`src/rtl/dcm_prog_ctrl.sv`:
```
// dcm_prog_ctrl
//   Front-end controller for the digital clock manager. Two raw push buttons
//   are synchronised and debounced. A debounced press steps a 3-bit program
//   code up or down, with wrap-around. The code is then loaded into the clock
//   manager through a stretched update_clock strobe. Once the strobe has
//   finished, the program code echoed back by the clock manager is compared
//   with the code that was sent.
//
// Ports
//   clock         system clock; all logic runs on the rising edge
//   reset         asynchronous, active-high; clears all state
//   btn_up        raw button, increments the program code
//   btn_down      raw button, decrements the program code
//   prog_echo     program code echoed back by the clock manager
//   prog_sel      program code driven to the clock manager
//   update_clock  load strobe, high for UPDATE_CYCLES cycles per update
//   busy          high while an update sequence is running
//   mismatch      result of the last echo check; held until the next check
//
// Sequencer states
//   state | meaning
//   IDLE  | waiting for a single debounced press event
//   SETUP | new prog_sel settling, strobe still low
//   PULSE | update_clock high, pulse down-counter running
//   CHECK | strobe low, echo compared against prog_sel

module dcm_prog_ctrl #(
    parameter int DEBOUNCE_CYCLES = 100_000,
    parameter int UPDATE_CYCLES   = 4
) (
    input  logic       clock,
    input  logic       reset,
    input  logic       btn_up,
    input  logic       btn_down,
    input  logic [2:0] prog_echo,
    output logic [2:0] prog_sel,
    output logic       update_clock,
    output logic       busy,
    output logic       mismatch
);

    localparam int DW = $clog2(DEBOUNCE_CYCLES + 1);
    localparam int PW = (UPDATE_CYCLES > 1) ? $clog2(UPDATE_CYCLES) : 1;
    localparam logic [DW-1:0] DB_LAST    = DW'(DEBOUNCE_CYCLES - 1);
    localparam logic [PW-1:0] PULSE_LAST = PW'(UPDATE_CYCLES - 1);

    typedef enum logic [1:0] {
        IDLE  = 2'd0,
        SETUP = 2'd1,
        PULSE = 2'd2,
        CHECK = 2'd3
    } state_t;

    // Bit 0 carries the up button and bit 1 carries the down button.
    logic [1:0]    raw;
    logic [1:0]    sync1;
    logic [1:0]    sync2;
    logic [1:0]    deb;
    logic [1:0]    deb_q;
    logic [DW-1:0] db_cnt [2];
    logic [1:0]    press;
    logic          up_evt;
    logic          down_evt;

    state_t        state;
    state_t        state_n;
    logic [PW-1:0] pcnt;
    logic [PW-1:0] pcnt_n;
    logic [2:0]    sel_n;
    logic          upd_n;
    logic          busy_n;
    logic          mis_n;

    assign raw = {btn_down, btn_up};

    // The debounce counter counts consecutive cycles in which the synchronised
    // input differs from the accepted level. When the count reaches
    // DEBOUNCE_CYCLES, the new level is accepted.
    always_ff @(posedge clock or posedge reset) begin
        if (reset) begin
            sync1 <= '0;
            sync2 <= '0;
            deb   <= '0;
            deb_q <= '0;
            for (int i = 0; i < 2; i++) begin
                db_cnt[i] <= '0;
            end
        end else begin
            sync1 <= raw;
            sync2 <= sync1;
            deb_q <= deb;
            for (int i = 0; i < 2; i++) begin
                if (sync2[i] == deb[i]) begin
                    db_cnt[i] <= '0;
                end else if (db_cnt[i] == DB_LAST) begin
                    deb[i]    <= sync2[i];
                    db_cnt[i] <= '0;
                end else begin
                    db_cnt[i] <= db_cnt[i] + DW'(1);
                end
            end
        end
    end

    // A press event is the single cycle after a debounced 0->1 transition.
    // A release does not produce an event.
    assign press    = deb & ~deb_q;
    assign up_evt   = press[0];
    assign down_evt = press[1];

    always_ff @(posedge clock or posedge reset) begin
        if (reset) begin
            state        <= IDLE;
            pcnt         <= '0;
            prog_sel     <= '0;
            update_clock <= 1'b0;
            busy         <= 1'b0;
            mismatch     <= 1'b0;
        end else begin
            state        <= state_n;
            pcnt         <= pcnt_n;
            prog_sel     <= sel_n;
            update_clock <= upd_n;
            busy         <= busy_n;
            mismatch     <= mis_n;
        end
    end

    always_comb begin
        state_n = state;
        pcnt_n  = pcnt;
        sel_n   = prog_sel;
        mis_n   = mismatch;
        case (state)
            IDLE: begin
                // If both buttons fire in the same cycle, the intent is ambiguous,
                // so the press is ignored.
                if (up_evt && !down_evt) begin
                    sel_n   = prog_sel + 3'd1;
                    state_n = SETUP;
                end else if (down_evt && !up_evt) begin
                    sel_n   = prog_sel - 3'd1;
                    state_n = SETUP;
                end
            end
            SETUP: begin
                pcnt_n  = PULSE_LAST;
                state_n = PULSE;
            end
            PULSE: begin
                if (pcnt == '0) begin
                    state_n = CHECK;
                end else begin
                    pcnt_n = pcnt - PW'(1);
                end
            end
            CHECK: begin
                mis_n   = (prog_echo != prog_sel);
                state_n = IDLE;
            end
            default: state_n = IDLE;
        endcase
        // The outputs are registered and are decoded from the next state, so
        // they line up with the state register.
        upd_n  = (state_n == PULSE);
        busy_n = (state_n != IDLE);
    end

endmodule

```
`config.mk`:
```
export PLATFORM = sky130hd
export DESIGN_NAME = dcm_prog_ctrl
export DESIGN_NICKNAME = d
export VERILOG_FILES = /design/src/rtl/dcm_prog_ctrl.sv
export SDC_FILE = /design/constraint.sdc
export NUM_CORES = 1
export LEC_CHECK = 0
export BUFFER_PORTS_ARGS = -buffer_cell sky130_fd_sc_hd__buf_2
export CORE_MARGIN = 1
export CORE_UTILIZATION = 57
export CTS_BUF_LIST = sky130_fd_sc_hd__clkbuf_8
export CTS_CLUSTER_DIAMETER = 200
export CTS_CLUSTER_SIZE = 20
export DETAILED_ROUTE_END_ITERATION = 12
export GPL_TIMING_DRIVEN = 0
export HOLD_SLACK_MARGIN = 0.1
export PLACE_DENSITY = 0.75
export SLEW_MARGIN = 25
export SYNTH_ARGS = -nofsm -noshare
export SYNTH_HDL_FRONTEND = slang
export SYNTH_SLANG_ARGS = --single-unit
```
`constraint.sdc`:
```
create_clock -name clock -period 3.2 [get_ports clock]
set_input_delay 0.64 -clock clock [delete_from_list [all_inputs] [get_ports clock]]
set_output_delay 0.64 -clock clock [all_outputs]
set_load 0.02 [all_outputs]
```
* Yosys cells after proc, flatten, opt, wreduce, memory -nomap -nowiden
Cells that the tools add are included.
** Storage, ports and cells
- Output and inout port bits :: 6
- Bits in registers :: 52
- Word-level logic and storage cells :: 57
** Cells by class
- Reductions and logical operators :: 13
- Muxes and demuxes :: 12
- Equal/unequal tests :: 10
- Bitwise logic cells :: 4
- $add $sub $neg :: 5
** Operators with widths (count)
- two-way mux 17 bit :: 4
- adder 17 x 1 -> 17 bit (second input constant) :: 2
- == test 17 bit (second input constant) :: 2
- two-way mux 2 bit :: 4
- one-hot mux 2 bit (4 select lines) :: 1
- AND reduction 2 bit :: 4
- == test 2 bit (second input constant) :: 3
- two-way mux 3 bit :: 2
- nonzero test 2 bit :: 3
- zero test 2 bit :: 2
- one-hot mux 2 bit (2 select lines) :: 1
- adder 3 x 1 -> 3 bit (second input constant) :: 1
- inequality test 3 bit :: 1
- subtractor 3 x 1 -> 3 bit (second input constant) :: 1
- AND 2 bit :: 1
- == test 1 bit :: 2
- == test 2 x 1 -> 1 bit (second input constant) :: 1
- logical AND 1 bit :: 2
- zero test 1 bit :: 2
- inequality test 2 bit (second input constant) :: 1
- NOT 1 bit :: 2
- NOT 2 bit :: 1
- subtractor 2 x 1 -> 2 bit (second input constant) :: 1

* Logic depth before layout (Yosys ltp)
- Depth after elaboration :: 8
- Depth in mapped cells :: 8
- Mapped depth without buffers :: 8

* Worst setup path after synthesis
Ideal clock, no wire load.
- Kind :: reg-to-reg
- From :: reg deb[1]
- To :: reg prog_sel[2]
- Stages on the path, launching flop included :: 9
- Data required time :: 3070 ps
- Clock period less this slack :: 1655 ps
- Path slack :: 1545 ps
- Arrival :: 1525 ps
- Path through :: dfrtp_1 nor2b_1 inv_1 ha_1 inv_1 fa_1 xnor2_1 nand2_1 xnor2_1
** Between the ends
- Longest elaborated chain between the ends :: 5
** Ends and longest elaborated chain
- from (decl) :: RTL line 58 : logic [1:0] deb;
- from (signal, indexed assignment) :: RTL line 96 : deb[i] <= sync2[i];
- AND 2 bit (*) :: RTL line 107 : assign press = deb & ~deb_q;
- zero test 1 bit :: RTL line 138 : if (up_evt && !down_evt) begin
- logical AND 1 bit :: RTL line 138
- nonzero test 2 bit (no line)
- AND reduction 2 bit (no line)
- to (signal assigned) :: RTL line 122 : prog_sel <= sel_n;
- to (decl) :: RTL line 36 : output logic [2:0] prog_sel,
Every way passes the cells marked *; elsewhere a longest branch is shown, timed or not.
A chain may end at the register's enable or synchronous reset.

* Final worst setup path
- From :: reg deb[0]
- To :: reg prog_sel[2]
** Between the ends
- Longest elaborated chain between the ends :: 5
** Ends and longest elaborated chain
- AND 2 bit (*) :: RTL line 107
- zero test 1 bit :: RTL line 141 : end else if (down_evt && !up_evt) begin
- logical AND 1 bit :: RTL line 141
- nonzero test 2 bit (no line)
- AND reduction 2 bit (no line)
Marks and branches as above.

==> run_results.csv <==
group,metric,value,unit
outcome,status,"complete, no violations",
die,die_h,68.7,microns
worst_setup_path,critical_path_buf_inv_count,1,
routing,via_per_inst,5.49,
timing,grt_setup_unrepaired,"false",
worst_setup_path,cp_slowest_stage_delay,0.41,ns
logic_synthesis,yosysMostFrequentCell,"dfrtp_1",
power_and_ir_drop,irDropWorstVdd,0.239,mV
cts,cts_tree,"yes",
cts,holdBufCountCts,0,
die,pin_count,13,
routing,drc,0,
global_route,first_global_vias,1552,
cells_and_area,fill_cells,333,
cts,cts_made_buffers,5,
cts,cts_root_buffer,"clkbuf_8",
worst_hold_path,hp-class,"register to register",
placement,place_congestion,0.820,
cts,path_clk_slew,0.09,ns
worst_setup_path,r2r_setup_slack,1.45,ns
timing,layout_worst_path_cycle_share,0.547,
logic_synthesis,synth_common_cells,"52 x dfrtp_1, 39 x nor2_1, 29 x xnor2_1",
cells_and_area,antenna_cells,0,
logic_synthesis,yosysSeqAreaShare,0.514,
placement,dpl.cell_count,297,
worst_setup_path,slowest_stage,"dfrtp_1",
routing,vias,1674,
timing,finalHoldViolCount,0,
cts,cts.sink_count,52,
logic_synthesis,synthTopCellsByArea,"dfrtp_1 51%, xnor2_1 10%, nor2_1 5.8%",
global_route,grt_max_degree,53,
worst_setup_path,required,3.40,ns
cts,cts_max_level,2,
global_route,antenna_found_initial,0,
routing,drt_iter0_markers,47,
logic_synthesis,ys_seq_elements,52,
run,maxCapViolations,0,
timing,report.final.slew_viol_count,0,
cts,cts.path.max_buffers,2,
cells_and_area,stdcell_count,305,
die,die_x,68.7,microns
worst_setup_path,cp_common_cell,"xnor2_1",
routing,dr.pass1.iters,4,
worst_setup_path,worst_setup_path_start_kind,"register",
timing,tightest_slew,0.613,ns
logic_synthesis,syn_area,0.00253,sq mm
worst_setup_path,critPathTopFamily,"adder cells",
cts,postCtsSetupRepairBufs,0,
power_and_ir_drop,power.density,419,mW/mm^2
logic_synthesis,ys_types,31,
cts,clk_latency,0.31,ns
routing,wire_per_inst,13.0,microns
global_route,grt.total_usage,0.205,
timing,setup_tns,0,ns
cells_and_area,fin_nets,272,
timing,hold_slack,0.354,ns
worst_setup_path,cp.arrival,1.95,ns
logic_synthesis,yosysTopAreaCell,"dfrtp_1",
power_and_ir_drop,leakagePower,0.00119,uW
cells_and_area,synthToLayoutAreaGrowth,9.33,%
timing,setup_viol,0,
logic_synthesis,synth_edf_count,0,
worst_setup_path,critPathKind,"register to register",
global_route,grt-ovfl-total,0,
worst_setup_path,worstSetupEndpointType,"register",
placement,io_buffers,12,
routing,drtAntennaViolNets,0,
cts,cts_resized,0,
timing,skew,0.00673,ns
die,core.rowCount,23,
timing,fmax,0.572,GHz
logic_synthesis,syn_avg_cell_area,10.8,sq um
timing,max_slew_margin,0.591,
routing,routed_wirelength,3.98,mm
cells_and_area,drive_gt1_frac,0.129,
logic_synthesis,synthCells,235,
logic_synthesis,yosys_most_used_dff,"dfrtp_1",
logic_synthesis,async_flop_share,1.00,
cells_and_area,final_area,0.00277,sq mm
logic_synthesis,synth_top_area_share,0.514,
global_route,grt_pass1_wl,6.98,mm
worst_setup_path,cp_cell_sequence,"nor2b_1 -> ha_1 -> inv_1 -> fa_1 -> xnor2_1 -> nand2_1 -> xnor2_1",
placement,hpwl,2.83,mm
die,core_area,0.00414,sq mm
placement,post_dp_cell_area,0.00266,sq mm
logic_synthesis,yosys_warnings,0,
die,start_util,0.611,
die,dieArea,0.00472,sq mm
timing,period_minus_slack,1.75,ns
worst_setup_path,cp_max_fo,4,
logic_synthesis,synth_nets,253,
[worst paths after layout]
check | from | endpoint | cells past startpoint
worst max register to register | deb[0]$_DFFE_PP0P_ | prog_sel[2]$_DFFE_PP0P_ | 7
worst max-delay path | deb[0]$_DFFE_PP0P_ | prog_sel[2]$_DFFE_PP0P_ | 7
max in group asynchronous | reset | db_cnt[13]$_DFF_PP0_ | 2
worst min register to register | sync1[1]$_DFF_PP0_ | sync2[1]$_DFF_PP0_ | 0
worst min-delay path | sync1[1]$_DFF_PP0_ | sync2[1]$_DFF_PP0_ | 0
min in group asynchronous | reset | busy$_DFF_PP0_ | 2
[state kept, by name, summed over array words and instances (netlist names)]
name          count
db_cnt           34
prog_sel          3
deb               2
deb_q             2
pcnt              2
state             2
sync1             2
sync2             2
busy              1
mismatch          1
update_clock      1
[worst reg2reg max path: stages (launching register included)]
cell,delay (ns)
dfrtp_1,0.41
nor2b_1,0.19
ha_1,0.23
inv_1,0.07
fa_1,0.37
xnor2_1,0.15
nand2_1,0.08
xnor2_1,0.13
[through the flow]
stage / power (uW) / utilization / worst slack, ns
global route: 1210 / 0.668 / 1.29
finish: 1160 / 0.668 / 1.45
CTS: 1180 / 0.668 / 1.42
global placement: 730 / 0.641 / 0.699
detailed placement: 732 / 0.642 / 1.44
floorplan: 717 / - / 1.30
[per-layer routing]
| metal | wire, microns | track usage | up-vias |
|---|---|---|---|
| met2 | 1830 | 0.321 | 29 |
| met3 | 129 | 0.0543 | 6 |
| met5 | 0 | 0 | - |
| met4 | 68 | 0.0781 | 0 |
| li1 | - | - | 835 |
| met1 | 1950 | 0.271 | 804 |
[cells in the final DEF (no fill, tap or decap), types with 2 or more instances in the layout]
master and count:
mux2_2 4, nand2_1 10, xor2_1 10, inv_1 13, nand3_1 11, dfrtp_1 52, buf_2 12, ha_1 10
xnor2_1 29, nand4_1 10, nor2b_1 3, clkbuf_8 5, o21ai_0 2, nor4_1 10, a21oi_1 2, nor2_1 39
nand4_4 2, and4_1 2, nor3_1 11
[power by group]
group	switching [uW]	internal (uW)	leakage (uW)
sequential	8.50	665	0.000707
combinational	28.5	14.8	0.000424
clock	213	231	0.0000541
[cells by family after synthesis]
family / after synthesis / share of synthesized area
adder cells (fa/ha/maj): 11 / 0.0573
multiplexers: 4 / 0.0178
AO/OA/AOI/OAI: 8 / 0.0252
XOR/XNOR: 39 / 0.135
buffers and inverters: 17 / 0.0331
flip-flops: 52 / 0.514
AND/OR/NAND/NOR: 104 / 0.218
[area by class of cell]
| type | instances | area (sq um) | share of cell area |
|---|---|---|---|
| multi-input cells | 166 | 1150 | 0.415 |
| inverters | 14 | 55.1 | 0.0199 |
| repair buffers | 12 | 60.1 | 0.0217 |
| plain buffers | 3 | 31.3 | 0.0113 |
| clock buffers | 5 | 68.8 | 0.0248 |
| clock inverters | 3 | 42.5 | 0.0154 |
| flip-flops and latches | 52 | 1300 | 0.470 |
| well taps | 50 | 62.6 | 0.0226 |
Power figures use the tool's default switching activity.
